File: config.mk
export PLATFORM = sky130hd
export DESIGN_NAME = spi_sck_gen_flat
export DESIGN_NICKNAME = d
export VERILOG_FILES = /design/src/rtl/spi_sck_gen_pkg.sv /design/src/rtl/spi_sck_gen_if.sv /design/src/rtl/spi_clkdiv.sv /design/src/rtl/spi_sck_gen.sv /design/src/flat_wrapper.sv
export SDC_FILE = /design/constraint.sdc
export NUM_CORES = 1
export LEC_CHECK = 0
export ABC_CLOCK_PERIOD_IN_PS = 2700
export BUFFER_PORTS_ARGS = -buffer_cell sky130_fd_sc_hd__buf_2
export CORE_ASPECT_RATIO = 2
export CORE_MARGIN = 2
export CORE_UTILIZATION = 45
export CTS_BUF_LIST = sky130_fd_sc_hd__clkbuf_16
export DETAILED_ROUTE_END_ITERATION = 12
export PLACE_DENSITY = 0.76
export SLEW_MARGIN = 5
export SYNTH_ARGS = -nofsm -noshare
export SYNTH_HDL_FRONTEND = slang
export SYNTH_SLANG_ARGS = --single-unit
export TNS_END_PERCENT = 10
File: constraint.sdc
create_clock -name clk_i -period 2.7 [get_ports clk_i]
set_input_delay 0.27 -clock clk_i [delete_from_list [all_inputs] [get_ports clk_i]]
set_output_delay 0.27 -clock clk_i [all_outputs]
set_load 0.01 [all_outputs]
File: src/rtl/spi_sck_gen_pkg.sv
// Shared constants and FSM state type for the SPI serial-clock generator.
package spi_sck_gen_pkg;

  localparam int SPI_DIV_WIDTH = 16;
  localparam int SPI_DLY_WIDTH = 8;
  localparam int SPI_NSS_NUM   = 4;

  typedef enum logic [2:0] {
    ST_IDLE  = 3'd0,
    ST_SETUP = 3'd1,
    ST_RUN   = 3'd2,
    ST_TAIL  = 3'd3,
    ST_HOLD  = 3'd4
  } spi_state_e;

endpackage

File: src/rtl/spi_sck_gen_if.sv
// Control/status bundle between the transfer controller and spi_sck_gen.
//
// Handshake: st_i is a single-cycle start request that is accepted only
// when en_i is high and busy_o is low; it is silently dropped otherwise.
// busy_o stays high from the cycle after acceptance until the cycle after
// done_o. done_o is a single-cycle strobe in the last cycle of a transfer
// and never fires for a transfer aborted by en_i going low.
// pos_edge_o/neg_edge_o are single-cycle strobes coincident with the SCK
// register update; core_busy_i is level-sensitive and read only while
// shifting.
interface spi_sck_gen_if
  import spi_sck_gen_pkg::*;
#(
  parameter int DIV_WIDTH = SPI_DIV_WIDTH,
  parameter int DLY_WIDTH = SPI_DLY_WIDTH,
  parameter int CS_NUM    = SPI_NSS_NUM
);

  logic                 en_i;
  logic                 st_i;
  logic                 cpol_i;
  logic [DIV_WIDTH-1:0] div_i;
  logic [DLY_WIDTH-1:0] dly_i;
  logic [CS_NUM-1:0]    nss_sel_i;
  logic                 core_busy_i;

  logic                 spi_clk_o;
  logic                 pos_edge_o;
  logic                 neg_edge_o;
  logic [CS_NUM-1:0]    spi_nss_o;
  logic                 busy_o;
  logic                 done_o;
  spi_state_e           state_o;

  modport slave (
    input  en_i, st_i, cpol_i, div_i, dly_i, nss_sel_i, core_busy_i,
    output spi_clk_o, pos_edge_o, neg_edge_o, spi_nss_o, busy_o, done_o,
           state_o
  );

  modport master (
    output en_i, st_i, cpol_i, div_i, dly_i, nss_sel_i, core_busy_i,
    input  spi_clk_o, pos_edge_o, neg_edge_o, spi_nss_o, busy_o, done_o,
           state_o
  );

endinterface

File: src/rtl/spi_clkdiv.sv
// SCK divider: half-period counter, SCK register and edge strobes.
// clear_i has priority over run_i and parks SCK at idle_i with cnt at 0.
module spi_clkdiv
  import spi_sck_gen_pkg::*;
#(
  parameter int DIV_WIDTH = SPI_DIV_WIDTH
) (
  input  logic                 clk_i,
  input  logic                 rst_n_i,
  input  logic                 clear_i,
  input  logic                 run_i,
  input  logic [DIV_WIDTH-1:0] div_i,
  input  logic                 idle_i,
  output logic                 tick_o,
  output logic                 spi_clk_o,
  output logic                 pos_edge_o,
  output logic                 neg_edge_o
);

  logic [DIV_WIDTH-1:0] cnt_q, cnt_d;
  logic                 spi_clk_q, spi_clk_d;

  assign tick_o     = run_i && !clear_i && (cnt_q == div_i);
  assign spi_clk_o  = spi_clk_q;
  assign pos_edge_o = tick_o && !spi_clk_q;
  assign neg_edge_o = tick_o && spi_clk_q;

  // Next counter / SCK value: park, toggle on tick, or count.
  always_comb begin
    cnt_d     = cnt_q;
    spi_clk_d = spi_clk_q;
    if (clear_i) begin
      cnt_d     = '0;
      spi_clk_d = idle_i;
    end else if (tick_o) begin
      cnt_d     = '0;
      spi_clk_d = ~spi_clk_q;
    end else if (run_i) begin
      cnt_d = cnt_q + DIV_WIDTH'(1);
    end
  end

  // Divider registers.
  always_ff @(posedge clk_i) begin
    if (!rst_n_i) begin
      cnt_q     <= '0;
      spi_clk_q <= 1'b0;
    end else begin
      cnt_q     <= cnt_d;
      spi_clk_q <= spi_clk_d;
    end
  end

endmodule

File: src/rtl/spi_sck_gen.sv
// SPI serial-clock generator: transfer FSM, chip-select setup/hold delay
// and chip-select register around the spi_clkdiv divider.
module spi_sck_gen
  import spi_sck_gen_pkg::*;
#(
  parameter int DIV_WIDTH = SPI_DIV_WIDTH,
  parameter int DLY_WIDTH = SPI_DLY_WIDTH,
  parameter int CS_NUM    = SPI_NSS_NUM
) (
  input logic          clk_i,
  input logic          rst_n_i,
  spi_sck_gen_if.slave bus
);

  spi_state_e           state_q, state_d;
  logic [DIV_WIDTH-1:0] div_q, div_d;
  logic [DLY_WIDTH-1:0] dly_q, dly_d;
  logic [DLY_WIDTH-1:0] dly_cnt_q, dly_cnt_d;
  logic                 cpol_q, cpol_d;
  logic [CS_NUM-1:0]    nss_sel_q, nss_sel_d;
  logic                 cs_act_q, cs_act_d;

  logic start;
  logic dly_last;
  logic div_clear, div_run, div_idle;
  logic div_tick, div_clk, div_pos, div_neg;

  // A start is only honoured from IDLE with the block enabled.
  assign start    = bus.en_i && bus.st_i && (state_q == ST_IDLE);
  // Last cycle of a SETUP/HOLD window; a zero delay still spends one HOLD cycle.
  assign dly_last = (dly_q == '0) || (dly_cnt_q == dly_q - DLY_WIDTH'(1));

  // State register.
  always_ff @(posedge clk_i) begin
    if (!rst_n_i) state_q <= ST_IDLE;
    else          state_q <= state_d;
  end

  // Next-state logic; dropping en_i aborts from any state.
  always_comb begin
    state_d = state_q;
    if (!bus.en_i) begin
      state_d = ST_IDLE;
    end else begin
      case (state_q)
        ST_IDLE:  if (bus.st_i) state_d = (bus.dly_i == '0) ? ST_RUN : ST_SETUP;
        ST_SETUP: if (dly_last) state_d = ST_RUN;
        ST_RUN:   if (!bus.core_busy_i) state_d = (div_clk == cpol_q) ? ST_HOLD : ST_TAIL;
        ST_TAIL:  if (div_tick) state_d = ST_HOLD;
        ST_HOLD:  if (dly_last) state_d = ST_IDLE;
        default:  state_d = ST_IDLE;
      endcase
    end
  end

  // Divider control: park SCK outside shifting, run while the core is busy,
  // and let the TAIL tick bring SCK back to its idle level.
  always_comb begin
    div_clear = 1'b0;
    div_run   = 1'b0;
    div_idle  = cpol_q;
    if (!bus.en_i || (state_q == ST_IDLE)) begin
      div_clear = 1'b1;
      div_idle  = bus.cpol_i;
    end else begin
      case (state_q)
        ST_RUN: begin
          if (bus.core_busy_i)     div_run   = 1'b1;
          else if (div_clk == cpol_q) div_clear = 1'b1;
        end
        ST_TAIL: div_run   = 1'b1;
        default: div_clear = 1'b1;
      endcase
    end
  end

  // Transfer configuration is captured at the start and frozen until the next one.
  always_comb begin
    div_d     = div_q;
    dly_d     = dly_q;
    cpol_d    = cpol_q;
    nss_sel_d = nss_sel_q;
    if (start) begin
      div_d     = bus.div_i;
      dly_d     = bus.dly_i;
      cpol_d    = bus.cpol_i;
      nss_sel_d = bus.nss_sel_i;
    end
  end

  // Setup/hold delay counter restarts on every state change.
  always_comb begin
    dly_cnt_d = dly_cnt_q;
    if (!bus.en_i || (state_d != state_q)) begin
      dly_cnt_d = '0;
    end else if ((state_q == ST_SETUP) || (state_q == ST_HOLD)) begin
      dly_cnt_d = dly_cnt_q + DLY_WIDTH'(1);
    end
  end

  // Chip-selects assert the cycle after start and release after the last HOLD cycle.
  always_comb begin
    cs_act_d = cs_act_q;
    if (!bus.en_i) begin
      cs_act_d = 1'b0;
    end else if (start) begin
      cs_act_d = 1'b1;
    end else if ((state_q == ST_HOLD) && dly_last) begin
      cs_act_d = 1'b0;
    end
  end

  // Configuration, delay counter and chip-select registers.
  always_ff @(posedge clk_i) begin
    if (!rst_n_i) begin
      div_q     <= '0;
      dly_q     <= '0;
      cpol_q    <= 1'b0;
      nss_sel_q <= '0;
      dly_cnt_q <= '0;
      cs_act_q  <= 1'b0;
    end else begin
      div_q     <= div_d;
      dly_q     <= dly_d;
      cpol_q    <= cpol_d;
      nss_sel_q <= nss_sel_d;
      dly_cnt_q <= dly_cnt_d;
      cs_act_q  <= cs_act_d;
    end
  end

  spi_clkdiv #(
    .DIV_WIDTH (DIV_WIDTH)
  ) u_clkdiv (
    .clk_i      (clk_i),
    .rst_n_i    (rst_n_i),
    .clear_i    (div_clear),
    .run_i      (div_run),
    .div_i      (div_q),
    .idle_i     (div_idle),
    .tick_o     (div_tick),
    .spi_clk_o  (div_clk),
    .pos_edge_o (div_pos),
    .neg_edge_o (div_neg)
  );

  // Outputs; TAIL ticks are deliberately silent towards the core.
  assign bus.spi_clk_o  = div_clk;
  assign bus.pos_edge_o = div_pos && (state_q == ST_RUN);
  assign bus.neg_edge_o = div_neg && (state_q == ST_RUN);
  assign bus.spi_nss_o  = cs_act_q ? ~nss_sel_q : '1;
  assign bus.busy_o     = (state_q != ST_IDLE);
  assign bus.done_o     = bus.en_i && (state_q == ST_HOLD) && dly_last;
  assign bus.state_o    = state_q;

endmodule
File: src/flat_wrapper.sv
// flat-port wrapper written by rule: the top's interface ports become plain ports
module spi_sck_gen_flat import spi_sck_gen_pkg::*;
#(
  parameter int DIV_WIDTH = SPI_DIV_WIDTH,
  parameter int DLY_WIDTH = SPI_DLY_WIDTH,
  parameter int CS_NUM    = SPI_NSS_NUM
)
  (clk_i, rst_n_i, bus_en_i, bus_st_i, bus_cpol_i, bus_div_i, bus_dly_i, bus_nss_sel_i, bus_core_busy_i, bus_spi_clk_o, bus_pos_edge_o, bus_neg_edge_o, bus_spi_nss_o, bus_busy_o, bus_done_o, bus_state_o);
  spi_sck_gen_if #(.DIV_WIDTH(DIV_WIDTH), .DLY_WIDTH(DLY_WIDTH), .CS_NUM(CS_NUM)) bus_i ();
  input logic clk_i;
  input logic rst_n_i;
  input wire logic [$bits(bus_i.en_i)-1:0] bus_en_i;
  input wire logic [$bits(bus_i.st_i)-1:0] bus_st_i;
  input wire logic [$bits(bus_i.cpol_i)-1:0] bus_cpol_i;
  input wire logic [$bits(bus_i.div_i)-1:0] bus_div_i;
  input wire logic [$bits(bus_i.dly_i)-1:0] bus_dly_i;
  input wire logic [$bits(bus_i.nss_sel_i)-1:0] bus_nss_sel_i;
  input wire logic [$bits(bus_i.core_busy_i)-1:0] bus_core_busy_i;
  output wire logic [$bits(bus_i.spi_clk_o)-1:0] bus_spi_clk_o;
  output wire logic [$bits(bus_i.pos_edge_o)-1:0] bus_pos_edge_o;
  output wire logic [$bits(bus_i.neg_edge_o)-1:0] bus_neg_edge_o;
  output wire logic [$bits(bus_i.spi_nss_o)-1:0] bus_spi_nss_o;
  output wire logic [$bits(bus_i.busy_o)-1:0] bus_busy_o;
  output wire logic [$bits(bus_i.done_o)-1:0] bus_done_o;
  output wire logic [$bits(bus_i.state_o)-1:0] bus_state_o;
  assign bus_i.en_i = bus_en_i;
  assign bus_i.st_i = bus_st_i;
  assign bus_i.cpol_i = bus_cpol_i;
  assign bus_i.div_i = bus_div_i;
  assign bus_i.dly_i = bus_dly_i;
  assign bus_i.nss_sel_i = bus_nss_sel_i;
  assign bus_i.core_busy_i = bus_core_busy_i;
  assign bus_spi_clk_o = bus_i.spi_clk_o;
  assign bus_pos_edge_o = bus_i.pos_edge_o;
  assign bus_neg_edge_o = bus_i.neg_edge_o;
  assign bus_spi_nss_o = bus_i.spi_nss_o;
  assign bus_busy_o = bus_i.busy_o;
  assign bus_done_o = bus_i.done_o;
  assign bus_state_o = bus_i.state_o;
  spi_sck_gen #(.DIV_WIDTH(DIV_WIDTH), .DLY_WIDTH(DLY_WIDTH), .CS_NUM(CS_NUM)) u_core (.clk_i(clk_i), .rst_n_i(rst_n_i), .bus(bus_i));
endmodule
==> results.md <==
Clock tree:
- The count of H-tree levels built during CTS is 3.
- In this run the clock root is driven by a sky130_fd_sc_hd__clkbuf_16.
- The total clock sinks is 58.
- The number of buffers created by CTS is 9.
- TritonCTS built the clock tree.
- The clock reaches the later pin of the worst-skew pair after about 0.33 ns.
- The clock passes through at most 2 buffers.
- The number of hold buffers added after cts is 0.
- After clock tree synthesis, the clock-pin slew on the worst setup and hold paths is ~0.05 ns.

Setup path:
- Among all stages on the critical path, the largest delay is contributed by sky130_fd_sc_hd__or4_4.
- The slack of the worst reg-to-reg path is about 0.090 ns.
- The critical path crosses 10 cells after its start point.
- Walking the worst path, the cells encountered are inv_2, ha_4, xnor2_2, xnor2_1, or4_4, a2111oi_4, nor2_1, nor2_1, and3_1, buf_2.
- Counting both buffers and inverters, the worst setup path holds a total of 2.
- The worst setup path is of the flop to output pin kind.
- The category of the worst setup path launch point is a flop.
- The cell with the most instances on the worst path is sky130_fd_sc_hd__nor2_1.
- The worst register-to-register path has a depth of 16.
- STA puts the critical path data required time at 2.43 ns.
- The worst register-to-register path ends at u_core.cs_act_q$_SDFFE_PN0P_.
- The reg-to-reg startpoint is u_core.dly_q[1]$_SDFFE_PN0P_.
- STA puts the critical path data arrival time at ~2.4 ns.
- The family with the most delay on the worst path is simple AND/OR/NAND/NOR gates.
- In this run the worst path has a maximum fanout of 2.
- STA classifies the critical path endpoint as an output pin.
- The delay of the slowest cell on the worst path is 0.53 ns.

Route:
- The sum of routed wire length over all layers is roughly 7400 um.
- After detailed routing, the average wire length per cell comes to ~14 um.
- The number of vias per cell after detailed routing is 5.20.
- The via count is 2690.
- The count of antenna-violating nets left after detailed routing is 0.
- The final routed DRC violation total is 0.
- In this run, the number of DRC markers left after iteration 0 of detailed routing was 63.
- For this run, the detailed router's first-pass iteration total came to 4.

Worst hold path:
- The worst hold path depth is 3.
- The worst hold path belongs to the class input pin to flop.
- In this run the most critical hold path is launched from bus_div_i[12].
- For hold timing, the worst endpoint is u_core.div_q[12]$_SDFFE_PN0P_.

Die:
- between 40 and 50 I/O pins were placed.
- The row count is 42.
- The floorplan step defined a die boundary enclosing approximately 7500 sq um.
- The placeable core region is between 6000 and 7000 sq um.
- The starting utilization of the core area is between 40 and 50%.
- The overall die height is ~120 um.
- The die extent in x is between 60 and 70 um.

Synthesis:
- Yosys mapped the design onto 54 distinct sky130hd cell types.
- In the post-synthesis netlist, the biggest area contributors are sky130_fd_sc_hd__dfxtp_1, sky130_fd_sc_hd__nand2_1, sky130_fd_sc_hd__xor2_1.
- The cell count after synthesis came out at 363.
- Among all flip-flop cells after synthesis, the most frequent one is sky130_fd_sc_hd__dfxtp_1.
- Sorting the synthesized cells by how often they occur yields sky130_fd_sc_hd__nand2_1, sky130_fd_sc_hd__dfxtp_1, sky130_fd_sc_hd__nor2_1, sky130_fd_sc_hd__xor2_1, sky130_fd_sc_hd__a21boi_0.
- The Yosys step of the flow raised 0 warnings.
- After synthesis, the share of flip-flops with an asynchronous set or reset is 0%.
- Sequential elements use 37.8% of the synthesized area.
- Among all cell types in the netlist, the one instantiated most often is sky130_fd_sc_hd__nand2_1.
- The cell area that synthesis handed to floorplanning was slightly above 3000 sq um.
- The number of enable-type register cells in the synthesized netlist is 0.
- The average cell area after synthesis is 8.45 sq um.
- The leading area contributor after synthesis is sky130_fd_sc_hd__dfxtp_1.
- Counting flops and latches in the post-synthesis netlist gives 58.
- The top-area cell type share of the netlist area is ~38%.
- The number of nets handed over by synthesis was 400.

STA:
- Based on the critical path, the design can be clocked at up to between 300 and 400 MHz.
- The maximum clock skew at final layout is ~0.0065 ns.
- Measured against its own limit, the worst slew margin works out to between 60% and 70%.
- The count of final max-slew check failures is 0.
- Setup violations remaining at the end of the flow were counted as 0.
- The post-route minimum period is between 2 and 3 ns.
- The slew at the pin closest to its max-slew limit is between 0.5 and 0.6 ns.
- Setup repair after global routing could not meet its margin everywhere.
- The final number of hold-violating endpoints is 0.
- The minimum hold slack is around 0.19 ns.
- Dividing the final minimum period by the clock period gives a little over nine tenths.

Finish:
- The register area is ~1200 sq um.
- Summing all multi-input logic gate instances after layout gives ~1900 sq um.
- The fraction of final layout cells with drive strength greater than 1 is 24.2%.
- For this run, the post-layout net count is about 460.
- The final standard cell count with taps included and fillers excluded is 517.
- After routing the design area is between 3000 and 4000 sq um.
- The number of antenna repair diodes is 0.
- Relative to the synthesized area, the layout overhead comes to 23.7%.
- The fill cell instance count of the final layout is 649.

Global route:
- Across every metal layer, demand over resource in global routing totals about a fifth.
- For met1 alone, demand over resource in global routing was about 22%.
- The number of antenna violations at the first check in global routing is 0.
- Global routing used 3.81% of the available met3 tracks.
- Summed over all layers, the global routing overflow is 0.
- Entering global routing, the biggest net connects 34 pins.
- The number of global-route vias before repair is 2747.
- The global-route wire length before repair is between 10000 and 15000 um.
- The peak-usage layer in the global routing report is met2.
- For this run, global-route usage on met2 was measured as 38.5%.

Power and ir drop:
- For this design the static power due to leakage is about 0.0016 uW.
- The design draws between 2000 and 2500 uW.
- The worst supply voltage drop on vdd is about 0.44 mV.
- For this design the ratio of total power to cell area is between 500 and 600 nW/um^2.

Status:
- The run finished with clean final reports.

Placed design:
- The number of placed instances with taps included is between 400 and 500.
- After legalization and detailed placement, the total HPWL measured approximately 5400 um.
- The post-detailed-placement cell area is 3400 sq um.
- Port buffering added 45 buffers.
- Routability-driven placement finished with a final weighted congestion of about 0.86.

Flow run:
- Across the run, the number of max-cap violations was 0.
power breakdown:
part	total, uW	internal, uW	switching (uW)
Sequential	911	884	27.6
Clock	960	598	362
Combinational	290	144	146
metal layers:
metal / vias up / share of wire, % / routed length (um)
met5: - / 0 / 0
met4: 0 / 4.8 / 354
met3: 30 / 3.9 / 289
met2: 72 / 54 / 4000
met1: 1239 / 38 / 2790
li1: 1349 / - / -
worst max path at each step:
stage	from	to	slack [ns]
after detailed placement	u_core.dly_q[0]$_SDFFE_PN0P_	u_core.dly_cnt_q[5]$_SDFFE_PP0P_	0.11
after CTS	u_core.dly_q[1]$_SDFFE_PN0P_	bus_done_o	-0.001
after global routing	u_core.dly_q[0]$_SDFFE_PN0P_	bus_done_o	-0.07
final	u_core.dly_q[1]$_SDFFE_PN0P_	bus_done_o	0.05
after global placement	u_core.dly_q[0]$_SDFFE_PN0P_	u_core.dly_cnt_q[6]$_SDFFE_PP0P_	0.20
after floorplan	u_core.dly_q[0]$_SDFFE_PN0P_	bus_done_o	0.07
per-stage QoR:
stage	utilization [%]	setup slack (ns)	TNS [ns]
4_1_cts	57.1	-0.00143	-0.00143
3_5_place_dp	51.4	0.105	0
5_1_grt	57.3	-0.0689	-0.153
2_1_floorplan	-	0.0667	0
6_report	57.3	0.0470	0
3_3_place_gp	51.4	0.204	0
layout make-up:
type | instances | area share [%]
clock inverters | 7 | 0.758
well taps | 88 | 2.90
repair buffers | 67 | 10.5
flip-flops and latches | 58 | 30.7
inverters | 4 | 0.396
clock buffers | 9 | 5.93
multi-input cells | 284 | 48.8
cells by family after synthesis:
group	share of synthesized area (%)
flip-flops	37.8
multiplexers	0.653
XOR/XNOR	14.3
AND/OR/NAND/NOR	28.0
AO/OA/AOI/OAI	14.5
buffers and inverters	3.51
adder cells (fa/ha/maj)	1.22
layout by cell type (no fill, tap or decap), types with 3 or more instances in the layout:
master,n
sky130_fd_sc_hd__a21oi_1,6
sky130_fd_sc_hd__or4_4,3
sky130_fd_sc_hd__o21ai_0,3
sky130_fd_sc_hd__dfxtp_1,55
sky130_fd_sc_hd__clkbuf_16,9
sky130_fd_sc_hd__and4_1,4
sky130_fd_sc_hd__nor4_1,7
sky130_fd_sc_hd__buf_4,20
sky130_fd_sc_hd__and2_1,3
sky130_fd_sc_hd__nand2_1,79
sky130_fd_sc_hd__dfxtp_2,3
sky130_fd_sc_hd__a21boi_1,4
sky130_fd_sc_hd__nand4_1,4
sky130_fd_sc_hd__buf_2,45
sky130_fd_sc_hd__o31ai_1,3
sky130_fd_sc_hd__a21boi_0,25
sky130_fd_sc_hd__inv_1,4
sky130_fd_sc_hd__nor3_1,7
sky130_fd_sc_hd__xnor2_1,15
sky130_fd_sc_hd__nor2_1,34
sky130_fd_sc_hd__xor2_1,33
sky130_fd_sc_hd__clkinv_1,3
sky130_fd_sc_hd__and3_1,9
sky130_fd_sc_hd__nand3_1,8
tightest hold or removal path: cells and delay by family:
kind	cells	cell delay, ns
buffers and inverters	1	0.10
AND/OR/NAND/NOR	1	0.05
AO/OA/AOI/OAI	1	0.05
sequential cells by signal, summed over array words and instances (netlist names):
signal / flops
u_core.div_q: 16
u_core.u_clkdiv.cnt_q: 16
u_core.dly_cnt_q: 8
u_core.dly_q: 8
u_core.nss_sel_q: 4
u_core.bus.state_o: 3
u_core.cpol_q: 1
u_core.cs_act_q: 1
u_core.u_clkdiv.spi_clk_o: 1
repair_timing:
action / in CTS / in global routing
setup endpoints to repair: 1 / 10
gates cloned: 0 / 0
pin swaps: 6 / 1
resized for setup: 11 / 4
buffers inserted: 10 / 0
No activity file was read; power rests on OpenSTA's default activity.
